<file path="src/rtl/issue_scheduler_pkg.sv">
// Shared opcode constants, FSM state type and opcode-class helpers for the issue scheduler.
package issue_scheduler_pkg;

    localparam logic [6:0] OPCODE_LUI      = 7'b0110111;
    localparam logic [6:0] OPCODE_AUIPC    = 7'b0010111;
    localparam logic [6:0] OPCODE_JAL      = 7'b1101111;
    localparam logic [6:0] OPCODE_OP       = 7'b0110011;
    localparam logic [6:0] OPCODE_OP_IMM   = 7'b0010011;
    localparam logic [6:0] OPCODE_STORE    = 7'b0100011;
    localparam logic [6:0] OPCODE_BRANCH   = 7'b1100011;
    localparam logic [6:0] OPCODE_MISC_MEM = 7'b0001111;
    localparam logic [6:0] OPCODE_SYSTEM   = 7'b1110011;

    typedef enum logic {
        StRun   = 1'b0,
        StDrain = 1'b1
    } sched_state_e;

    function automatic logic uses_rs1(input logic [6:0] op);
        return !(op == OPCODE_LUI || op == OPCODE_AUIPC || op == OPCODE_JAL);
    endfunction

    function automatic logic uses_rs2(input logic [6:0] op);
        return (op == OPCODE_OP || op == OPCODE_STORE || op == OPCODE_BRANCH);
    endfunction

    function automatic logic is_fence_op(input logic [6:0] op);
        return (op == OPCODE_MISC_MEM || op == OPCODE_SYSTEM);
    endfunction

endpackage

</file>
<file path="src/rtl/issue_scheduler_reg_scoreboard.sv">
// Pending-writeback bit vector with set, writeback-clear and kill-clear ports.
// Source reads and the effective-empty flag see the writeback clear in the same cycle.
module reg_scoreboard #(
    parameter int unsigned NREG = 32,
    localparam int unsigned IDX_W = $clog2(NREG)
) (
    input  logic             clk,
    input  logic             rst_n,
    input  logic             set_en,
    input  logic [IDX_W-1:0] set_idx,
    input  logic             clr_en,
    input  logic [IDX_W-1:0] clr_idx,
    input  logic             kill_en,
    input  logic [IDX_W-1:0] kill_idx,
    input  logic [IDX_W-1:0] rd_idx_a,
    input  logic [IDX_W-1:0] rd_idx_b,
    output logic             pend_a,
    output logic             pend_b,
    output logic             bit_clr,
    output logic             bit_kill,
    output logic             empty,
    output logic             empty_eff
);
    logic [NREG-1:0] sb_q, sb_d, sb_eff;
    logic [NREG-1:0] set_mask, clr_mask, kill_mask;

    always_comb begin
        set_mask  = '0;
        clr_mask  = '0;
        kill_mask = '0;
        if (set_en)  set_mask[set_idx]   = 1'b1;
        if (clr_en)  clr_mask[clr_idx]   = 1'b1;
        if (kill_en) kill_mask[kill_idx] = 1'b1;
        sb_eff = sb_q & ~clr_mask;
        // A set ORed in last wins over a clear of the same register.
        sb_d    = (sb_eff & ~kill_mask) | set_mask;
        sb_d[0] = 1'b0;
    end

    always_ff @(posedge clk) begin
        if (!rst_n) sb_q <= '0;
        else        sb_q <= sb_d;
    end

    assign pend_a    = sb_eff[rd_idx_a];
    assign pend_b    = sb_eff[rd_idx_b];
    assign bit_clr   = sb_q[clr_idx];
    assign bit_kill  = sb_q[kill_idx];
    assign empty     = (sb_q == '0);
    assign empty_eff = (sb_eff == '0);

endmodule

</file>
<file path="src/rtl/issue_scheduler.sv">
// Decode-to-execute issue slot with RAW scoreboard, in-flight writeback limit,
// fence drain FSM and flush handling.
module issue_scheduler
    import issue_scheduler_pkg::*;
#(
    parameter int unsigned NREG         = 32,
    parameter int unsigned MAX_INFLIGHT = 4,
    parameter int unsigned CNT_W        = 3
) (
    input  logic        clk,
    input  logic        rst_n,
    input  logic        in_valid,
    output logic        in_ready,
    input  logic [6:0]  in_opcode,
    input  logic [4:0]  in_rs,
    input  logic [4:0]  in_rs2,
    input  logic [4:0]  in_rd,
    input  logic        in_is_writeback,
    input  logic [31:0] in_pc,
    output logic        out_valid,
    input  logic        out_ready,
    output logic [6:0]  out_opcode,
    output logic [4:0]  out_rs,
    output logic [4:0]  out_rs2,
    output logic [4:0]  out_rd,
    output logic [31:0] out_pc,
    input  logic        wb_valid,
    input  logic [4:0]  wb_rd,
    input  logic        flush,
    output logic        busy
);
    sched_state_e     state_q, state_d;
    logic [CNT_W-1:0] inflight_q, inflight_d;
    logic             out_wb_q;

    logic pend_a, pend_b, bit_clr, bit_kill, sb_empty, sb_empty_eff;
    logic sets_rd, is_fence, hazard, slot_free, full, fence_block, accept;
    logic drop, wb_hit, kill_hit;
    logic [CNT_W+1:0] cnt_sum, cnt_dec, cnt_net;
    logic             cnt_under, cnt_over;

    // A slot dropped by flush retracts its own pending bit.
    assign drop = flush && out_valid && !out_ready;

    reg_scoreboard #(.NREG(NREG)) u_sb (
        .clk       (clk),
        .rst_n     (rst_n),
        .set_en    (accept && sets_rd),
        .set_idx   (in_rd),
        .clr_en    (wb_valid),
        .clr_idx   (wb_rd),
        .kill_en   (drop && out_wb_q),
        .kill_idx  (out_rd),
        .rd_idx_a  (in_rs),
        .rd_idx_b  (in_rs2),
        .pend_a    (pend_a),
        .pend_b    (pend_b),
        .bit_clr   (bit_clr),
        .bit_kill  (bit_kill),
        .empty     (sb_empty),
        .empty_eff (sb_empty_eff)
    );

    always_comb begin
        sets_rd     = in_is_writeback && (in_rd != 5'd0);
        is_fence    = is_fence_op(in_opcode);
        hazard      = (uses_rs1(in_opcode) && pend_a) || (uses_rs2(in_opcode) && pend_b);
        slot_free   = !out_valid || out_ready;
        full        = (inflight_q >= CNT_W'(MAX_INFLIGHT));
        fence_block = is_fence && (!sb_empty_eff || out_valid);
        in_ready    = rst_n && (state_q == StRun) && !flush && slot_free && !hazard &&
                      !(sets_rd && full) && !fence_block;
        accept      = in_valid && in_ready;
        wb_hit      = wb_valid && bit_clr;
        // A writeback to the same register already accounts for the decrement.
        kill_hit    = drop && out_wb_q && bit_kill && !(wb_valid && (wb_rd == out_rd));
    end

    always_comb begin
        cnt_sum   = {2'b00, inflight_q} + {{(CNT_W+1){1'b0}}, accept && sets_rd};
        cnt_dec   = {{(CNT_W+1){1'b0}}, wb_hit} + {{(CNT_W+1){1'b0}}, kill_hit};
        cnt_net   = cnt_sum - cnt_dec;
        cnt_under = (cnt_sum < cnt_dec);
        cnt_over  = !cnt_under && (cnt_net > (CNT_W+2)'(MAX_INFLIGHT));
        if (cnt_under)     inflight_d = '0;
        else if (cnt_over) inflight_d = CNT_W'(MAX_INFLIGHT);
        else               inflight_d = cnt_net[CNT_W-1:0];
    end

    always_comb begin
        state_d = state_q;
        unique case (state_q)
            StRun:   if (in_valid && fence_block) state_d = StDrain;
            StDrain: if (sb_empty_eff && !out_valid) state_d = StRun;
            default: state_d = StRun;
        endcase
        if (flush) state_d = StRun;
    end

    always_ff @(posedge clk) begin
        if (!rst_n) begin
            state_q    <= StRun;
            inflight_q <= '0;
            out_valid  <= 1'b0;
            out_wb_q   <= 1'b0;
            out_opcode <= '0;
            out_rs     <= '0;
            out_rs2    <= '0;
            out_rd     <= '0;
            out_pc     <= '0;
        end else begin
            state_q    <= state_d;
            inflight_q <= inflight_d;
            if (flush) begin
                out_valid <= 1'b0;
            end else if (accept) begin
                out_valid  <= 1'b1;
                out_wb_q   <= sets_rd;
                out_opcode <= in_opcode;
                out_rs     <= in_rs;
                out_rs2    <= in_rs2;
                out_rd     <= in_rd;
                out_pc     <= in_pc;
            end else if (out_valid && out_ready) begin
                out_valid <= 1'b0;
            end
        end
    end

    assign busy = !sb_empty || out_valid;

    inflight_bounds: assert property (@(posedge clk) disable iff (!rst_n)
        !(cnt_under || cnt_over));

endmodule

</file>
<file path="config.mk">
export PLATFORM = sky130hd
export DESIGN_NAME = issue_scheduler
export DESIGN_NICKNAME = d
export VERILOG_FILES = /design/src/rtl/issue_scheduler_pkg.sv /design/src/rtl/issue_scheduler_reg_scoreboard.sv /design/src/rtl/issue_scheduler.sv
export SDC_FILE = /design/constraint.sdc
export NUM_CORES = 1
export LEC_CHECK = 0
export CORE_ASPECT_RATIO = 0.6
export CORE_MARGIN = 2
export CORE_UTILIZATION = 40
export DETAILED_ROUTE_END_ITERATION = 12
export DONT_BUFFER_PORTS = 1
export HOLD_SLACK_MARGIN = 0.15
export SYNTH_ARGS = -nofsm -noshare
export SYNTH_HDL_FRONTEND = slang
export SYNTH_HIERARCHICAL = 1
export SYNTH_SLANG_ARGS = --single-unit
</file>
<file path="constraint.sdc">
create_clock -name clk -period 6.4 [get_ports clk]
set_input_delay 0.64 -clock clk [delete_from_list [all_inputs] [get_ports clk]]
set_output_delay 0.64 -clock clk [all_outputs]
set_load 0.03 [all_outputs]
</file>
==> impl_metrics.toml <==
[cells_and_area]
area_delta_synth_final_pct = 4.13
drive_gt1_frac = 0.159
nets = 777
fin_util = 0.426
antenna_cells = 0

[setup_path]
required_ps = 6650
setup.worst_path.end_class = "flip-flop"
worst-setup-path-type = "primary input to flip-flop"
startpoint_type = "primary input"
arrival_ps = 5630
critical_path.max_fanout = 27

[placement]
io_buffer_count = 0
place_hpwl_um = 16400
globalplace.congestion = 1.04
place_ws_ps = 840

[logic_synthesis]
synth_nets = 823
syn_inst = 751
postSynth.asyncResetShare = 0
synth.avg_cell_area_sq_um = 8.36
synth_most_common_cell = "nand2_1"
yosysSeqAreaShare = 0.290
yosys-top-cells-area = "dfxtp_1, o21ai_2, nand2_1, nand4_1, mux4_2"
synth-edff-count = 0
synth_top_area_frac = 0.290
ys_ff_latch = 91
synth_cell_types = 76
ys_top_cells_by_count = "nand2_1, dfxtp_1, nand4_1"
synth_top_area_cell = "dfxtp_1"
ys.flop_type = "dfxtp_1"
yosys_warnings = 6
synth_area_sq_um = 6280

[timing]
post-route-min-period_ps = 5380
drv_slew = 0
slew_headroom = 0.365
fin_ws_ps = 1020
final_hold_viol_count = 0
fin_crit_sh = 0.841
skew_ps = 12.7
rsz0062_at_grt = "no"
max_freq_mhz = 186
setup_viol = 0
worstMarginPinSlew_ps = 953
fin_setup_tns_ps = 0

[floorplan]
fp.coreArea_sq_um = 15300
initial_core_util = 0.410
die_y_um = 101
dieWidth_um = 166
rows = 35
die-area_sq_um = 16700
ios = 123

[worst_hold_path]
hold_class = "primary input to flip-flop"

[cts]
cts_tree = "done"
path_clk_slew_ps = 80
hold_buffers = 0
root_buffer = "clkbuf_16"
cts_sinks = 91
ctsResizeCount = 0
clkLatencyLatePin_ps = 350
htree_num_levels = 3
clk_path_buf_depth = 2
post-cts-setup-buffer-count = 0
cts_made_buffers = 9

[pwr]
p_leak_nw = 2.20
powerDensity_nw_per_um2 = 202
irDropWorstVdd_uv = 120

[drt]
avgRoutedWirePerCell_um = 25.0
drt.antenna.violating_nets = 0
drtPass1Iterations = 5
routed_wl_um = 22800
vias = 6268
viasPerCell = 6.87
drc = 0
drt_iter0_markers = 892

[global_route]
grt_util_all_layers = 0.263
grt_max_degree = 91
antenna_found_initial = 0
grt.overflow.total = 0
grt_pass1_wl_um = 34400
grt_pass1_vias = 5696

[flow_run]
cap_viol_max_count = 0

[run_status]
status = "completed"
-- metrics by stage --
stage / instances / power [mW] / hold WS, ps / cell area (sq um)
floorplan: 751 / 0.768 / 437 / 6280
global placement: 897 / 0.766 / 450 / 6220
detailed placement: 897 / 0.768 / 456 / 6220
CTS: 913 / 1.33 / 411 / 6540
global route: 913 / 1.36 / 420 / 6540
finish: 913 / 1.32 / 427 / 6540
-- layer usage --
layer,share of wire,vias up,global-route usage
li1,-,2731,-
met1,0.45,3034,0.384
met2,0.40,448,0.351
met3,0.14,55,0.113
met4,0.017,0,0.0622
met5,0,-,0
-- path summary, 6_finish.rpt --
check	depth (start not counted)	start	to	slack (ps)
max reg2reg	16	u_sb/sb_q[30]	inflight_q[0]	1510
min	2	in_rd[0]	out_rd[0]	430
min reg2reg	2	out_wb_q	out_wb_q	460
max	16	wb_rd[0]	inflight_q[0]	1020
-- registers in the layout, summed over array words and instances, names as in the netlist --
signal      flops
inflight_q      3
u_sb/sb_q      31
out_wb_q        1
state_q         1
out_rd          5
out_rs2         5
out_opcode      7
out_rs          5
out_pc         32
out_valid       1
-- placed cells by master (no fill, tap or decap), drive strengths merged, types with 7 or more instances in the layout --
| cell type | count |
|---|---|
| nand2 | 110 |
| dfxtp | 91 |
| o21ai | 91 |
| nand4 | 64 |
| nor2 | 27 |
| a21boi | 23 |
| mux2i | 18 |
| a21oi | 17 |
| mux4 | 16 |
| nor4 | 16 |
| inv | 16 |
| nand3 | 15 |
| nor3b | 12 |
| nor2b | 12 |
| nand2b | 12 |
| mux2 | 11 |
| nor3 | 10 |
| and2 | 9 |
| clkbuf | 9 |
| o21bai | 9 |
| and3 | 9 |
| a31oi | 8 |
| o211ai | 7 |
| xnor2 | 7 |
-- critical path, stage by stage --
cell,delay [ps]
nand2b_1,260
o21ai_0,780
nand4_1,150
or4_1,570
nor4_2,300
nor2b_1,200
a21o_2,120
and3_1,180
nor3b_1,400
ha_1,300
ha_1,290
fa_1,490
xnor2_1,360
xnor2_1,180
a21oi_1,80
nor4_1,320
-- where the power goes --
part	total, mW	switching (mW)	internal, mW
clock network	0.564	0.281	0.284
logic	0.121	0.0713	0.0492
registers	0.636	0.0520	0.584
-- layout make-up --
| cell class | count | area [sq um] |
|---|---|---|
| clock buffer | 9 | 225 |
| sequential | 91 | 1820 |
| multi-input combinational | 585 | 4050 |
| clock inverter | 7 | 91.3 |
| timing repair buffer | 6 | 45.0 |
| tap | 203 | 254 |
| inverter | 12 | 45.0 |
| fill | 1524 | 8790 |
-- cell families (layout without fill, tap and decap cells) --
family / after synthesis / count (layout) / synth area share
XOR/XNOR: 12 / 12 / 0.0167
adder cells (fa/ha/maj): 6 / 6 / 0.0132
multiplexers: 45 / 45 / 0.106
AND/OR/NAND/NOR: 323 / 323 / 0.277
flip-flops: 91 / 91 / 0.290
buffers and inverters: 75 / 34 / 0.0656
AO/OA/AOI/OAI: 199 / 199 / 0.232
Note: power is estimated with default switching activity, not from simulation.
